===== src/rtl/alu_mul_sequencer.sv =====
// Sequencing controller around the 16-bit control-bit ALU: single ALU pass or
// shift-and-add low-half multiply, with valid/ready on both sides.

module alu (
    input  logic [15:0] x,
    input  logic [15:0] y,
    input  logic        zx,
    input  logic        nx,
    input  logic        zy,
    input  logic        ny,
    input  logic        f,
    input  logic        no,
    output logic [15:0] o,
    output logic        zr,
    output logic        ng
);
    logic [15:0] x1, x2, y1, y2, fo;

    always_comb begin
        x1 = zx ? '0 : x;
        x2 = nx ? ~x1 : x1;
        y1 = zy ? '0 : y;
        y2 = ny ? ~y1 : y1;
        fo = f ? (x2 + y2) : (x2 & y2);
        o  = no ? ~fo : fo;
        zr = (o == '0);
        ng = o[15];
    end
endmodule

module alu_mul_sequencer #(
    parameter int unsigned WIDTH      = 16,
    parameter int unsigned EARLY_EXIT = 1
) (
    input  logic             clk,
    input  logic             rst,
    input  logic             in_valid,
    output logic             in_ready,
    input  logic             in_mul,
    input  logic [5:0]       in_f,
    input  logic [WIDTH-1:0] in_x,
    input  logic [WIDTH-1:0] in_y,
    output logic             out_valid,
    input  logic             out_ready,
    output logic [WIDTH-1:0] result,
    output logic             res_zr,
    output logic             res_ng,
    output logic             busy
);
    localparam int unsigned CW = $clog2(WIDTH + 1);

    typedef enum logic [2:0] {IDLE, OP, ADD, DBL, DONE} state_t;

    state_t           state_q, state_d;
    logic [5:0]       f_q, f_d;
    logic [WIDTH-1:0] acc_q, acc_d;
    logic [WIDTH-1:0] m_q, m_d;
    logic [WIDTH-1:0] b_q, b_d;
    logic [CW-1:0]    cnt_q, cnt_d;
    logic [WIDTH-1:0] result_q, result_d;
    logic             zr_q, zr_d;
    logic             ng_q, ng_d;
    logic             out_valid_q, out_valid_d;

    logic [WIDTH-1:0] alu_x, alu_y, alu_o;
    logic [5:0]       alu_f;
    logic             alu_zr, alu_ng;
    logic             mul_done;

    alu u_alu (
        .x  (alu_x),
        .y  (alu_y),
        .zx (alu_f[5]),
        .nx (alu_f[4]),
        .zy (alu_f[3]),
        .ny (alu_f[2]),
        .f  (alu_f[1]),
        .no (alu_f[0]),
        .o  (alu_o),
        .zr (alu_zr),
        .ng (alu_ng)
    );

    always_comb begin
        state_d     = state_q;
        f_d         = f_q;
        acc_d       = acc_q;
        m_d         = m_q;
        b_d         = b_q;
        cnt_d       = cnt_q;
        result_d    = result_q;
        zr_d        = zr_q;
        ng_d        = ng_q;
        out_valid_d = out_valid_q;
        alu_x       = '0;
        alu_y       = '0;
        alu_f       = 6'b101010;
        mul_done    = ((EARLY_EXIT != 0) && (b_q == '0)) || (cnt_q == CW'(WIDTH));

        case (state_q)
            IDLE: begin
                // m/b double as the latched x/y operands for a single op
                if (in_valid) begin
                    f_d     = in_f;
                    m_d     = in_x;
                    b_d     = in_y;
                    acc_d   = '0;
                    cnt_d   = '0;
                    state_d = in_mul ? ADD : OP;
                end
            end
            OP: begin
                alu_x       = m_q;
                alu_y       = b_q;
                alu_f       = f_q;
                result_d    = alu_o;
                zr_d        = alu_zr;
                ng_d        = alu_ng;
                out_valid_d = 1'b1;
                state_d     = DONE;
            end
            ADD: begin
                if (mul_done) begin
                    result_d    = acc_q;
                    zr_d        = (acc_q == '0);
                    ng_d        = acc_q[WIDTH-1];
                    out_valid_d = 1'b1;
                    state_d     = DONE;
                end else begin
                    alu_x = acc_q;
                    alu_y = m_q;
                    alu_f = 6'b000010;
                    if (b_q[0]) begin
                        acc_d = alu_o;
                    end
                    state_d = DBL;
                end
            end
            DBL: begin
                alu_x   = m_q;
                alu_y   = m_q;
                alu_f   = 6'b000010;
                m_d     = alu_o;
                b_d     = b_q >> 1;
                cnt_d   = cnt_q + CW'(1);
                state_d = ADD;
            end
            DONE: begin
                if (out_ready) begin
                    out_valid_d = 1'b0;
                    state_d     = IDLE;
                end
            end
            default: state_d = IDLE;
        endcase
    end

    always_ff @(posedge clk) begin
        if (rst) begin
            state_q     <= IDLE;
            f_q         <= '0;
            acc_q       <= '0;
            m_q         <= '0;
            b_q         <= '0;
            cnt_q       <= '0;
            result_q    <= '0;
            zr_q        <= 1'b0;
            ng_q        <= 1'b0;
            out_valid_q <= 1'b0;
        end else begin
            state_q     <= state_d;
            f_q         <= f_d;
            acc_q       <= acc_d;
            m_q         <= m_d;
            b_q         <= b_d;
            cnt_q       <= cnt_d;
            result_q    <= result_d;
            zr_q        <= zr_d;
            ng_q        <= ng_d;
            out_valid_q <= out_valid_d;
        end
    end

    assign in_ready  = (state_q == IDLE) && !rst;
    assign busy      = (state_q != IDLE);
    assign out_valid = out_valid_q;
    assign result    = result_q;
    assign res_zr    = zr_q;
    assign res_ng    = ng_q;
endmodule

===== config.mk =====
export PLATFORM = sky130hd
export DESIGN_NAME = alu_mul_sequencer
export DESIGN_NICKNAME = d
export VERILOG_FILES = /design/src/rtl/alu_mul_sequencer.sv
export SDC_FILE = /design/constraint.sdc
export NUM_CORES = 1
export LEC_CHECK = 0
export CAP_MARGIN = 10
export CORE_MARGIN = 2
export CORE_UTILIZATION = 30
export DETAILED_ROUTE_END_ITERATION = 10
export PLACE_DENSITY = 0.5
export SYNTH_ARGS = -nofsm -noshare
export SYNTH_HDL_FRONTEND = slang
export SYNTH_HIERARCHICAL = 1
export SYNTH_SLANG_ARGS = --single-unit

===== constraint.sdc =====
create_clock -name clk -period 5.5 [get_ports clk]
set_input_delay 1.1 -clock clk [delete_from_list [all_inputs] [get_ports clk]]
set_output_delay 1.1 -clock clk [all_outputs]
set_load 0.03 [all_outputs]

Word-level counts from Yosys, hierarchy flattened --
Cells that the tools add are included. W data, S select, Z words.
Word-level totals: word-level logic and storage cells 81, output and inout bits 21, input bits 43, register bits 81
Cells by class: eq/ne operators 10, reduce and logical (&&, ||, !) cells 19, $add $sub $neg 2, multiplexer cells 36, bitwise operators 4
Operator list (number):
- $mux W16 | 14
- $pmux W16 S2 | 5
- $logic_not A16 Y1 | 3
- $not A16 Y16 | 3
- $pmux W16 S3 | 1
- $pmux W6 S3 | 1
- $add A16 B16 Y16 | 1
- $and A16 B16 Y16 | 1
- $pmux W3 S5 | 1
- $ne A2 B2 Y1 const B | 5
- $pmux W5 S2 | 1
- $mux W3 | 3
- $reduce_and A2 Y1 | 4
- $eq A3 B2 Y1 const B | 2
- $mux W6 | 1
- $reduce_bool A2 Y1 | 3
- $reduce_bool A3 Y1 | 2
- $add A5 B1 Y5 const B | 1
- $eq A5 B5 Y1 const B | 1
- $mux W5 | 1
- $mux W1 | 4
- $pmux W1 S2 | 2
- $reduce_and A4 Y1 | 1
- $eq A3 B1 Y1 const B | 1
- 9 further kinds | 9

Depth between registers and ports, before layout --
Gate-level depths: netlist of the first run.
word-level depth 14, gate-level depth with buffers 22, gate-level depth less buffers 19

Cells and area by module --
The synthesis of the first run kept the hierarchy.
Modules (own cells, without submodules):
- alu_mul_sequencer | times used 1, sequential area each 1621.6 sq um, cells each 496, area each 4291.6 sq um
- alu | times used 1, sequential area each 0.0 sq um, cells each 235, area each 1751.7 sq um

Worst setup path after synthesis of the first run --
OpenSTA, ideal clock, no wires.
path type reg2reg, start point register state_q[2], end point register result_q[14] (netlist: result[14]), required time 5383 ps, cell stages (with the launch flop) 20, arrival 4714 ps, period minus slack after synthesis 4830 ps, slack 670 ps, setup time 117 ps, path buffers 4, cells stage by stage dfxtp_1 -> buf_4 -> nor3b_4 -> clkbuf_1 -> and2_1 -> clkbuf_1 -> clkbuf_1 -> xnor2_1 -> ha_1 -> fa_1 -> a21o_1 -> a221oi_2 -> nor4_1 -> o31ai_1 -> nand4b_1 -> o311a_1 -> xnor2_1 -> o221a_2 -> a21o_1 -> a22o_1
On the way: elaborated cells on any way between the ends 22, classes of those cells add/sub: 1; eq/ne: 4; mux: 10; bitwise: 4; reduce/logical: 3
RTL lines:
- start, declared | line 54 | state_t state_q, state_d;
- start signal, assigned | line 171 | state_q <= state_d;
- $eq A3 B2 Y1 or $eq A3 B1 Y1 (tied branches) | line 100 | case (state_q)
- $pmux W6 S3 (*) | line 100
- named net alu_f[2] | line 66 | logic [5:0] alu_f;
- $mux W16 (*) | line 23 | y2 = ny ? ~y1 : y1;
- $add A16 B16 Y16 or $and A16 B16 Y16 (tied branches) | line 24 | fo = f ? (x2 + y2) : (x2 & y2);
- $mux W16 (*) | line 24
- $not A16 Y16 | line 25 | o = no ? ~fo : fo;
- $mux W16 (*) | line 25
- named net alu_o[14] | line 65 | logic [WIDTH-1:0] alu_x, alu_y, alu_o;
- $pmux W16 S2 (*) | line 100
- end signal, assigned | line 177 | result_q <= result_d;
- end, declared | line 60 | logic [WIDTH-1:0] result_q, result_d;
Mark *: on every way through the listed nets, which the timed path passes. The rest lies on a longest branch. A chain may end at the register's enable or synchronous reset.

Final worst setup path of the first run --
start point register b_q[11], end point register zr_q (netlist: res_zr)
On the way: longest elaborated chain between the ends 13, elaborated cells on any way between the ends 23, classes of those cells add/sub: 1; eq/ne: 1; mux: 13; bitwise: 4; reduce/logical: 4
Ends and longest elaborated chain:
- start, declared | line 58 | logic [WIDTH-1:0] b_q, b_d;
- start signal, assigned | line 164 | b_q <= '0;
- start signal, assigned | line 175 | b_q <= b_d;
- $logic_not A16 Y1 (*) | line 98 | mul_done = ((EARLY_EXIT != 0) && (b_q == '0)) || (cnt_q == CW'(WIDTH));
- $logic_or A1 B1 Y1 (*) | line 98
- $mux W16 (*) | line 123 | if (mul_done) begin
- $pmux W16 S2 (*) | line 100
- named net alu_x[0] | line 65
- $mux W16 (*) | line 20 | x1 = zx ? '0 : x;
- $not A16 Y16 | line 21 | x2 = nx ? ~x1 : x1;
- $mux W16 (*) | line 21
- $add A16 B16 Y16 (*) | line 24
- $mux W16 (*) | line 24
- $not A16 Y16 | line 25
- $mux W16 (*) | line 25
- named net alu_o[6] | line 65
- $logic_not A16 Y1 (*) | line 26 | zr = (o == '0);
- named net alu_zr | line 67 | logic alu_zr, alu_ng;
- $pmux W1 S2 (*) | line 100
- end signal, assigned | line 178 | zr_q <= zr_d;
- end, declared | line 61 | logic zr_q, zr_d;
Marked as above.

==> metrics.yaml, run 1 <==
status:
  status: "finished clean"
worst_setup_path:
  crit_required_ns: 5.77
  r2r_end: "res_zr$_SDFFE_PP0P_"
  critical_path_class: "reg2reg"
  endpoint_kind: "flop"
  r2r_start: "b_q[11]$_SDFFE_PP0P_"
  critPathMaxFanout: 23
  worst_setup_path_start_kind: "flop"
  reg2reg_depth: 19
  cp.arrival_ns: 5.42
  reg2reg_slack_ns: 0.36
final_layout:
  final_nets: 823
  antennaDiodeCount: 0
  fillers: 2035
  area_delta_synth_final_pct: 18.32
  most-common-layout-cells: "108 x nand2_1, 81 x dfxtp_1, 62 x clkdlybuf4s50_1"
  final_common_cell: "nand2_1"
  drive_gt1_share_pct: 11.36
route:
  final_antenna_net_count: 0
  num_vias: 5710
  drtIter0Drc: 445
  routedWlPerCell_microns: 19.05
  drt_pass1_iterations: 5
  viasPerCell: 5.538
  wl_microns: 19640
  route.detailed.drc: 0
power:
  clockPowerShare_pct: 32.4
  switchingPower_mw: 0.6877
  pwr-share-comb_pct: 32.0
  power_density_nw_per_um2: 280.0
  p_sw_share_pct: 34.35
  pwr-share-seq_pct: 35.6
  leakage_nw: 2.622
  ir_drop_v: 0.0001698
  p_int_mw: 1.315
yosys:
  synth-seq-area-share_pct: 26.83
  yosys_most_used_dff: "dfxtp_1"
  ys_types: 72
  synthAdderAreaFrac_pct: 4.058
  syn_nets: 793
  synth_edf_count: 0
  synthArstFlopShare_pct: 0
  synth_cells: 731
  synth_compound_area_share_pct: 29.79
  synth_largest_area_cell: "dfxtp_1"
  synth_top_area_share_pct: 26.83
  synth_top_family_by_area: "compound AO/OA/AOI/OAI gates"
  ys_warn_count: 6
  syn_area_sq_um: 6043
  muxShareOfSynthArea_pct: 1.843
  synth-xor-area-share_pct: 7.971
  yosys_register_bits: 81
  syn_area_per_cell_sq_um: 8.267
  synth_area_leaders: "dfxtp_1 27%, xnor2_1 7.1%, a311oi_2 6.7%, nand2_1 6.7%, a22o_1 4.3%"
  synthSimpleGateAreaFrac_pct: 23.81
cts:
  post-cts-setup-buffers: 0
  cts_sinks: 81
  clock_path_buffers: 2
  cts_tree: "done"
  h-tree-depth: 3
  clk_pin_slew_ns: 0.06
  clockRootBuffer: "clkbuf_16"
  clk-insertion-delay-late_ns: 0.35
  cts_buffers: 9
place:
  place_hpwl_microns: 14650
  numPortBuffers: 63
  gp_congestion: 0.9092
  place_ws_ns: 0.2890
timing:
  setup_violations: 0
  slew_headroom_pct: 35.72
  fmax_mhz: 194.4
  finalCritPeriodShare_pct: 93.52
  worstMarginPinSlew_ns: 0.9642
  rsz0062_at_grt: "no"
  finalHoldViolations: 0
  min_period_ns: 5.144
  clock_skew_ns: 0.004346
  fin_ws_ns: 0.3562
  slew_violations: 0
  setup_tns_ns: 0
flow_run:
  maxCapViolations: 0
min_path:
  hold_start: "f_q[4]$_SDFFE_PP0P_"
  hold_depth: 2
  whs_endpoint: "f_q[4]$_SDFFE_PP0P_"
  hp-class: "reg2reg"
floorplanning:
  num_rows: 51
  initial_core_util_pct: 30.85
  die_width_microns: 145.9
  ios: 64
  dieArea_sq_um: 21300
  fp.dieH_microns: 145.9
  core_sq_um: 19590
global_route:
  grt_max_degree: 65
  grt_overflow: 0
  grt_pass1_wl_microns: 31330
  grt_pass1_vias: 5508
  antenna_found_initial: 0
  gr-usage-all-layers_pct: 18.50
-- power by group through the flow --
stage               logic [mW]  clock network (mW)  registers (mW)
floorplan                0.436                   0           0.729
global placement         0.633                   0           0.722
detailed placement       0.635                   0           0.724
CTS                      0.639               0.663           0.712
global route             0.694               0.683           0.720
finish                   0.640               0.649           0.712
-- cell families (layout without fill, tap and decap cells) --
group / count (synthesis) / in the layout
XOR/XNOR: 55 / 55
flip-flops: 81 / 81
multiplexers: 11 / 11
AO/OA/AOI/OAI: 207 / 207
buffers and inverters: 74 / 109
AND/OR/NAND/NOR: 284 / 284
adder cells (fa/ha/maj): 19 / 19
-- final cells by class --
class / instances / area (sq um) / area share [%]
clock buffer: 11 / 232.7 / 3.255
tap: 265 / 331.6 / 4.637
sequential: 81 / 1622 / 22.68
multi-input combinational: 576 / 4079 / 57.04
inverter: 12 / 45.04 / 0.6299
clock inverter: 5 / 80.08 / 1.120
timing repair buffer: 81 / 760.7 / 10.64
-- metal layers --
| metal | GRT usage (%) | routed length [microns] | share of wire (%) |
|---|---|---|---|
| met5 | 0 | 0 | 0 |
| met4 | 6.471 | 472 | 2.4 |
| met3 | 2.696 | 939 | 4.8 |
| met2 | 29.60 | 9028 | 46 |
| met1 | 25.39 | 9201 | 47 |
-- through the flow --
| step | std cells | util [%] | power, mW | area, sq um | hold WS (ns) |
|---|---|---|---|---|---|
| 2_1_floorplan | 731 | - | 1.166 | 6043 | 0.4312 |
| 3_3_place_gp | 1015 | 34.90 | 1.356 | 6837 | 0.4393 |
| 3_5_place_dp | 1015 | 34.90 | 1.359 | 6837 | 0.4451 |
| 4_1_cts | 1031 | 36.49 | 2.013 | 7149 | 0.4532 |
| 5_1_grt | 1031 | 36.50 | 2.096 | 7151 | 0.4790 |
| 6_report | 1031 | 36.50 | 2.002 | 7151 | 0.4491 |
-- registers in the layout, indices dropped and copies added (netlist names) --
| signal | flops |
|---|---|
| f_q | 6 |
| state_q | 3 |
| result | 16 |
| b_q | 16 |
| cnt_q | 5 |
| acc_q | 16 |
| res_ng | 1 |
| out_valid | 1 |
| m_q | 16 |
| res_zr | 1 |
-- worst max-delay path, cell delays in order, from the launching register on --
cell and delay [ns]:
dfxtp_1 0.34, nor4_1 0.40, nand4_1 0.21, buf_4 0.27
and3_1 0.36, a22o_1 0.25, nand2b_1 0.08, xnor2_1 0.07
ha_1 0.26, fa_1 0.45, a21o_1 0.23, a221oi_1 0.33
xnor2_1 0.16, mux2i_1 0.11, xnor2_1 0.32, a2111oi_1 0.61
nand2_1 0.16, nor4_2 0.20, a22oi_1 0.13, a31oi_1 0.14
-- synthesized netlist by cell type (3+ instances only) --
cell type,count
o21ai_0,14
buf_2,13
nand4_1,3
a211oi_1,4
nor2_1,49
nand2b_1,34
nand3_1,25
a21oi_1,38
xnor2_1,49
a32o_1,16
buf_4,5
nand2_1,108
buf_6,4
a311oi_2,27
and3_1,4
o211ai_1,3
inv_1,11
a21o_1,23
dfxtp_1,81
o21a_1,4
o221a_2,15
a31oi_1,7
nor3_1,8
nand3b_1,6
nor4_1,10
and2_1,6
ha_1,18
mux2i_1,10
nand4b_1,5
clkbuf_1,36
xor2_1,6
nor2b_1,6
buf_1,3
nor3b_1,4
a22o_1,30
a311oi_1,5
-- how the worst max path moves through the flow --
stage / startpoint / slack, ns / endpoint
floorplan: state_q[2]$_SDFFE_PP0P_ / 0.67 / result[14]$_SDFFE_PP0P_
global placement: b_q[11]$_SDFFE_PP0P_ / 0.35 / res_zr$_SDFFE_PP0P_
detailed placement: b_q[11]$_SDFFE_PP0P_ / 0.29 / res_zr$_SDFFE_PP0P_
CTS: b_q[11]$_SDFFE_PP0P_ / 0.28 / res_zr$_SDFFE_PP0P_
global route: cnt_q[0]$_SDFFE_PP0P_ / 0.07 / res_zr$_SDFFE_PP0P_
finish: b_q[11]$_SDFFE_PP0P_ / 0.36 / res_zr$_SDFFE_PP0P_
-- repair_timing --
action | in CTS | in global routing
hold buffers | 0 | 0
gates resized for setup | 0 | 1
endpoints found under the setup margin | 0 | 1
hold endpoints to repair | 0 | 0
No activity file was read; power rests on OpenSTA's default activity.
==> run 2: changes to the inputs <==
- CORE_UTILIZATION: 30 -> 40
- PLACE_DENSITY: 0.5 -> 0.62
- SYNTH_HIERARCHICAL: 1 -> default
==> run 2 against run 1 <==
- final cell count down 6.8%
- setup slack improved by 0.19 ns
- critical path depth fell by 4
- worst hold slack better by 0.0084 ns
- critical path type unchanged
- largest power group unchanged
==> metrics.yaml, run 2 <==
status:
  status: "finished clean"
worst_setup_path:
  critical_path_class: "reg2reg"
  cp.arrival_ns: 5.21  # -0.21 ns
  crit_required_ns: 5.76  # about the same
  critPathMaxStageDelay_ns: 0.65  # +0.04 ns
  endpoint_kind: "flop"
  cp_cell_sequence: "nand2_1 -> nor2_1 -> buf_4 -> a22oi_1 -> nor2_1 -> xor2_1 -> ha_1 -> a211oi_1 -> o211ai_2 -> a2111oi_2 -> or3b_1 -> a31oi_1 -> xnor2_1 -> nand2_1 -> a311oi_1"
  critPathMaxFanout: 14  # -39%
  worst_setup_path_start_kind: "flop"
  reg2reg_depth: 15  # -4
  slowest_stage: "dfxtp_1"
global_route:
  gr-usage-all-layers_pct: 24.76  # +6.3 points
  grt_pass1_wl_microns: 27970  # -11%
  grt_pass1_vias: 5315  # -3.5%
  grt_overflow: 0  # unchanged
  grt_max_degree: 81  # +25%
  antenna_found_initial: 0  # unchanged
floorplanning:
  dieArea_sq_um: 14480  # -32%
  die_width_microns: 120.4  # -18%
  num_rows: 42  # -18%
  ios: 64  # unchanged
  core_sq_um: 13240  # -32%
  initial_core_util_pct: 40.89  # +10 points
  fp.dieH_microns: 120.4  # -18%
cts:
  clock_path_buffers: 2  # unchanged
  post-cts-setup-buffers: 0  # unchanged
  cts_resized: 0  # unchanged
  cts_sinks: 80  # -1.2%
  cts_buffers: 9  # unchanged
  hold_buffers: 0  # unchanged
  clk-insertion-delay-late_ns: 0.35  # about the same
  clockRootBuffer: "clkbuf_16"
  h-tree-depth: 3  # unchanged
  cts_tree: "done"
  clk_pin_slew_ns: 0.06  # about the same
final_layout:
  final_area_sq_um: 6482  # -9.3%
  area_delta_synth_final_pct: 19.71
  multi_input_area_sq_um: 3583  # -12%
  most-common-layout-cells: "139 x nor2_1, 109 x nand2_1, 80 x dfxtp_1"
  seqCellArea_sq_um: 1602  # -1.2%
  drive_gt1_share_pct: 6.242  # -5.1 points
  final_nets: 844  # +2.6%
  final_common_cell: "nor2_1"
  fillers: 1369  # -33%
  antennaDiodeCount: 0  # unchanged
yosys:
  yosysMostFrequentCell: "nor2_1"
  syn_nets: 806  # +1.6%
  yosys_register_bits: 80  # -1.2%
  synth_edf_count: 0  # unchanged
  synth-seq-area-share_pct: 29.57  # +2.7 points
  ys_warn_count: 0  # -6
  syn_area_per_cell_sq_um: 7.278  # -12%
  ys_types: 70  # -2.8%
  synth_cells: 744  # +1.8%
  synth_largest_area_cell: "dfxtp_1"
  synth_area_leaders: "dfxtp_1 30%, nor2_1 9.6%, nand2_1 7.6%, a22oi_1 5.5%, xor2_1 5.5%"
  syn_area_sq_um: 5415  # -10%
  yosys_most_used_dff: "dfxtp_1"
  synthArstFlopShare_pct: 0  # unchanged
  yosys-top-cells-count: "139 x nor2_1, 109 x nand2_1, 80 x dfxtp_1, 49 x a21oi_1, 40 x a22oi_1"
  synth_top_area_share_pct: 29.57  # +2.7 points
power:
  p_sw_share_pct: 35.43  # +1.1 points
  ir_drop_v: 0.0001982  # +17%
  power_density_nw_per_um2: 287.2  # +2.6%
  clockPowerShare_pct: 33.4  # +1.0 points
  leakage_nw: 2.495  # -4.8%
  fin_total_pwr_mw: 1.862  # -7.0%
  switchingPower_mw: 0.6595  # -4.1%
  pwr-share-comb_pct: 29.5  # -2.5 points
  pwr-share-seq_pct: 37.1  # +1.5 points
  p_int_mw: 1.202  # -8.6%
timing:
  setup_violations: 0  # unchanged
  finalHoldViolations: 0  # unchanged
  min_period_ns: 4.954  # -0.1901 ns
  finalCritPeriodShare_pct: 90.07  # -3.5 points
  slew_violations: 0  # unchanged
  worstMarginPinSlew_ns: 1.221  # +0.2566 ns
  setup_tns_ns: 0  # unchanged
  slew_headroom_pct: 18.31  # -17 points
  rsz0062_at_grt: "no"
  clock_skew_ns: 0.009259  # +0.004913 ns
  fmax_mhz: 201.9  # +3.8%
place:
  place_hpwl_microns: 12950  # -12%
  gp_congestion: 0.8967  # -1.4%
  numPortBuffers: 63  # unchanged
  dpl_cell_area_sq_um: 6188  # -9.5%
route:
  wl_microns: 17680  # -10%
  viasPerCell: 5.745  # +3.7%
  drtIter0Drc: 493  # +11%
  drt_pass1_iterations: 5  # unchanged
  final_antenna_net_count: 0  # unchanged
  routedWlPerCell_microns: 18.39  # -3.4%
  num_vias: 5521  # -3.3%
  route.detailed.drc: 0  # unchanged
flow_run:
  maxCapViolations: 0  # unchanged
min_path:
  hold_depth: 2  # unchanged
  hp-class: "reg2reg"
## run 2: cell count changes in the layout (fill, tap and decap cells not counted), sizes merged, moves of 18 or more
| cell | previous run | this run |
|---|---|---|
| nand2b | 34 | 1 |
| a311oi | 32 | 11 |
| a22oi | 2 | 40 |
| xnor2 | 49 | 15 |
| a22o | 30 | 1 |
| nor2 | 49 | 139 |
| a21o | 24 | 6 |
| xor2 | 6 | 34 |
## run 2: critical path: cells and delay by family (launching register included)
family / cells / cell delay, ns
compound gates: 6 / 1.50
simple gates: 5 / 1.21
xor+xnor: 2 / 0.92
flops: 1 / 0.65
fa+ha+maj: 1 / 0.30
buf+inv: 1 / 0.28
## run 2: metrics by stage
stage | std cells | hold WS [ns] | util (%) | setup WS, ns
floorplan | 744 | 0.4317 | - | 1.360
global placement | 947 | 0.4424 | 46.73 | 0.7273
detailed placement | 947 | 0.4516 | 46.73 | 0.6489
CTS | 961 | 0.4586 | 48.95 | 0.6223
global route | 961 | 0.4687 | 48.95 | 0.2459
finish | 961 | 0.4575 | 48.95 | 0.5463
## run 2: cell families after synthesis
logic type / Yosys count / synth area share [%]
AND/OR/NAND/NOR: 345 / 29.21
AO/OA/AOI/OAI: 183 / 22.74
flip-flops: 80 / 29.57
buffers and inverters: 60 / 4.529
XOR/XNOR: 49 / 7.925
adder cells (fa/ha/maj): 19 / 4.529
multiplexers: 8 / 1.502
## run 2: final cells by class
cell class / count / share of cell area [%]
clock inverters: 4 / 0.8493
repair buffers: 81 / 11.74
clock buffers: 10 / 3.687
well taps: 176 / 3.397
flip-flops and latches: 80 / 24.71
multi-input cells: 604 / 55.28
inverters: 6 / 0.3474
## run 2: final timing paths
kind	start	to	slack, ns
worst max-delay path	state_q[1]$_SDFFE_PP0P_	result[13]$_SDFFE_PP0P_	0.55
worst min-delay path	result[7]$_SDFFE_PP0P_	result[7]$_SDFFE_PP0P_	0.46
worst max register to register	state_q[1]$_SDFFE_PP0P_	result[13]$_SDFFE_PP0P_	0.55
worst min register to register	result[7]$_SDFFE_PP0P_	result[7]$_SDFFE_PP0P_	0.46
## run 2: power by group through the flow
stage	sequential (mW)	clock (mW)	combinational [mW]
global route	0.698	0.659	0.598
CTS	0.691	0.629	0.547
global placement	0.701	0	0.541
detailed placement	0.704	0	0.545
finish	0.691	0.621	0.549
floorplan	0.705	0	0.342
## run 2: layer usage
| layer | up-vias | track usage [%] | part of all wire, % |
|---|---|---|---|
| met2 | 172 | 40.13 | 46 |
| met4 | 0 | 9.230 | 3.0 |
| met3 | 37 | 4.906 | 5.8 |
| met5 | - | 0 | 0 |
| li1 | 2721 | - | - |
| met1 | 2591 | 32.62 | 45 |
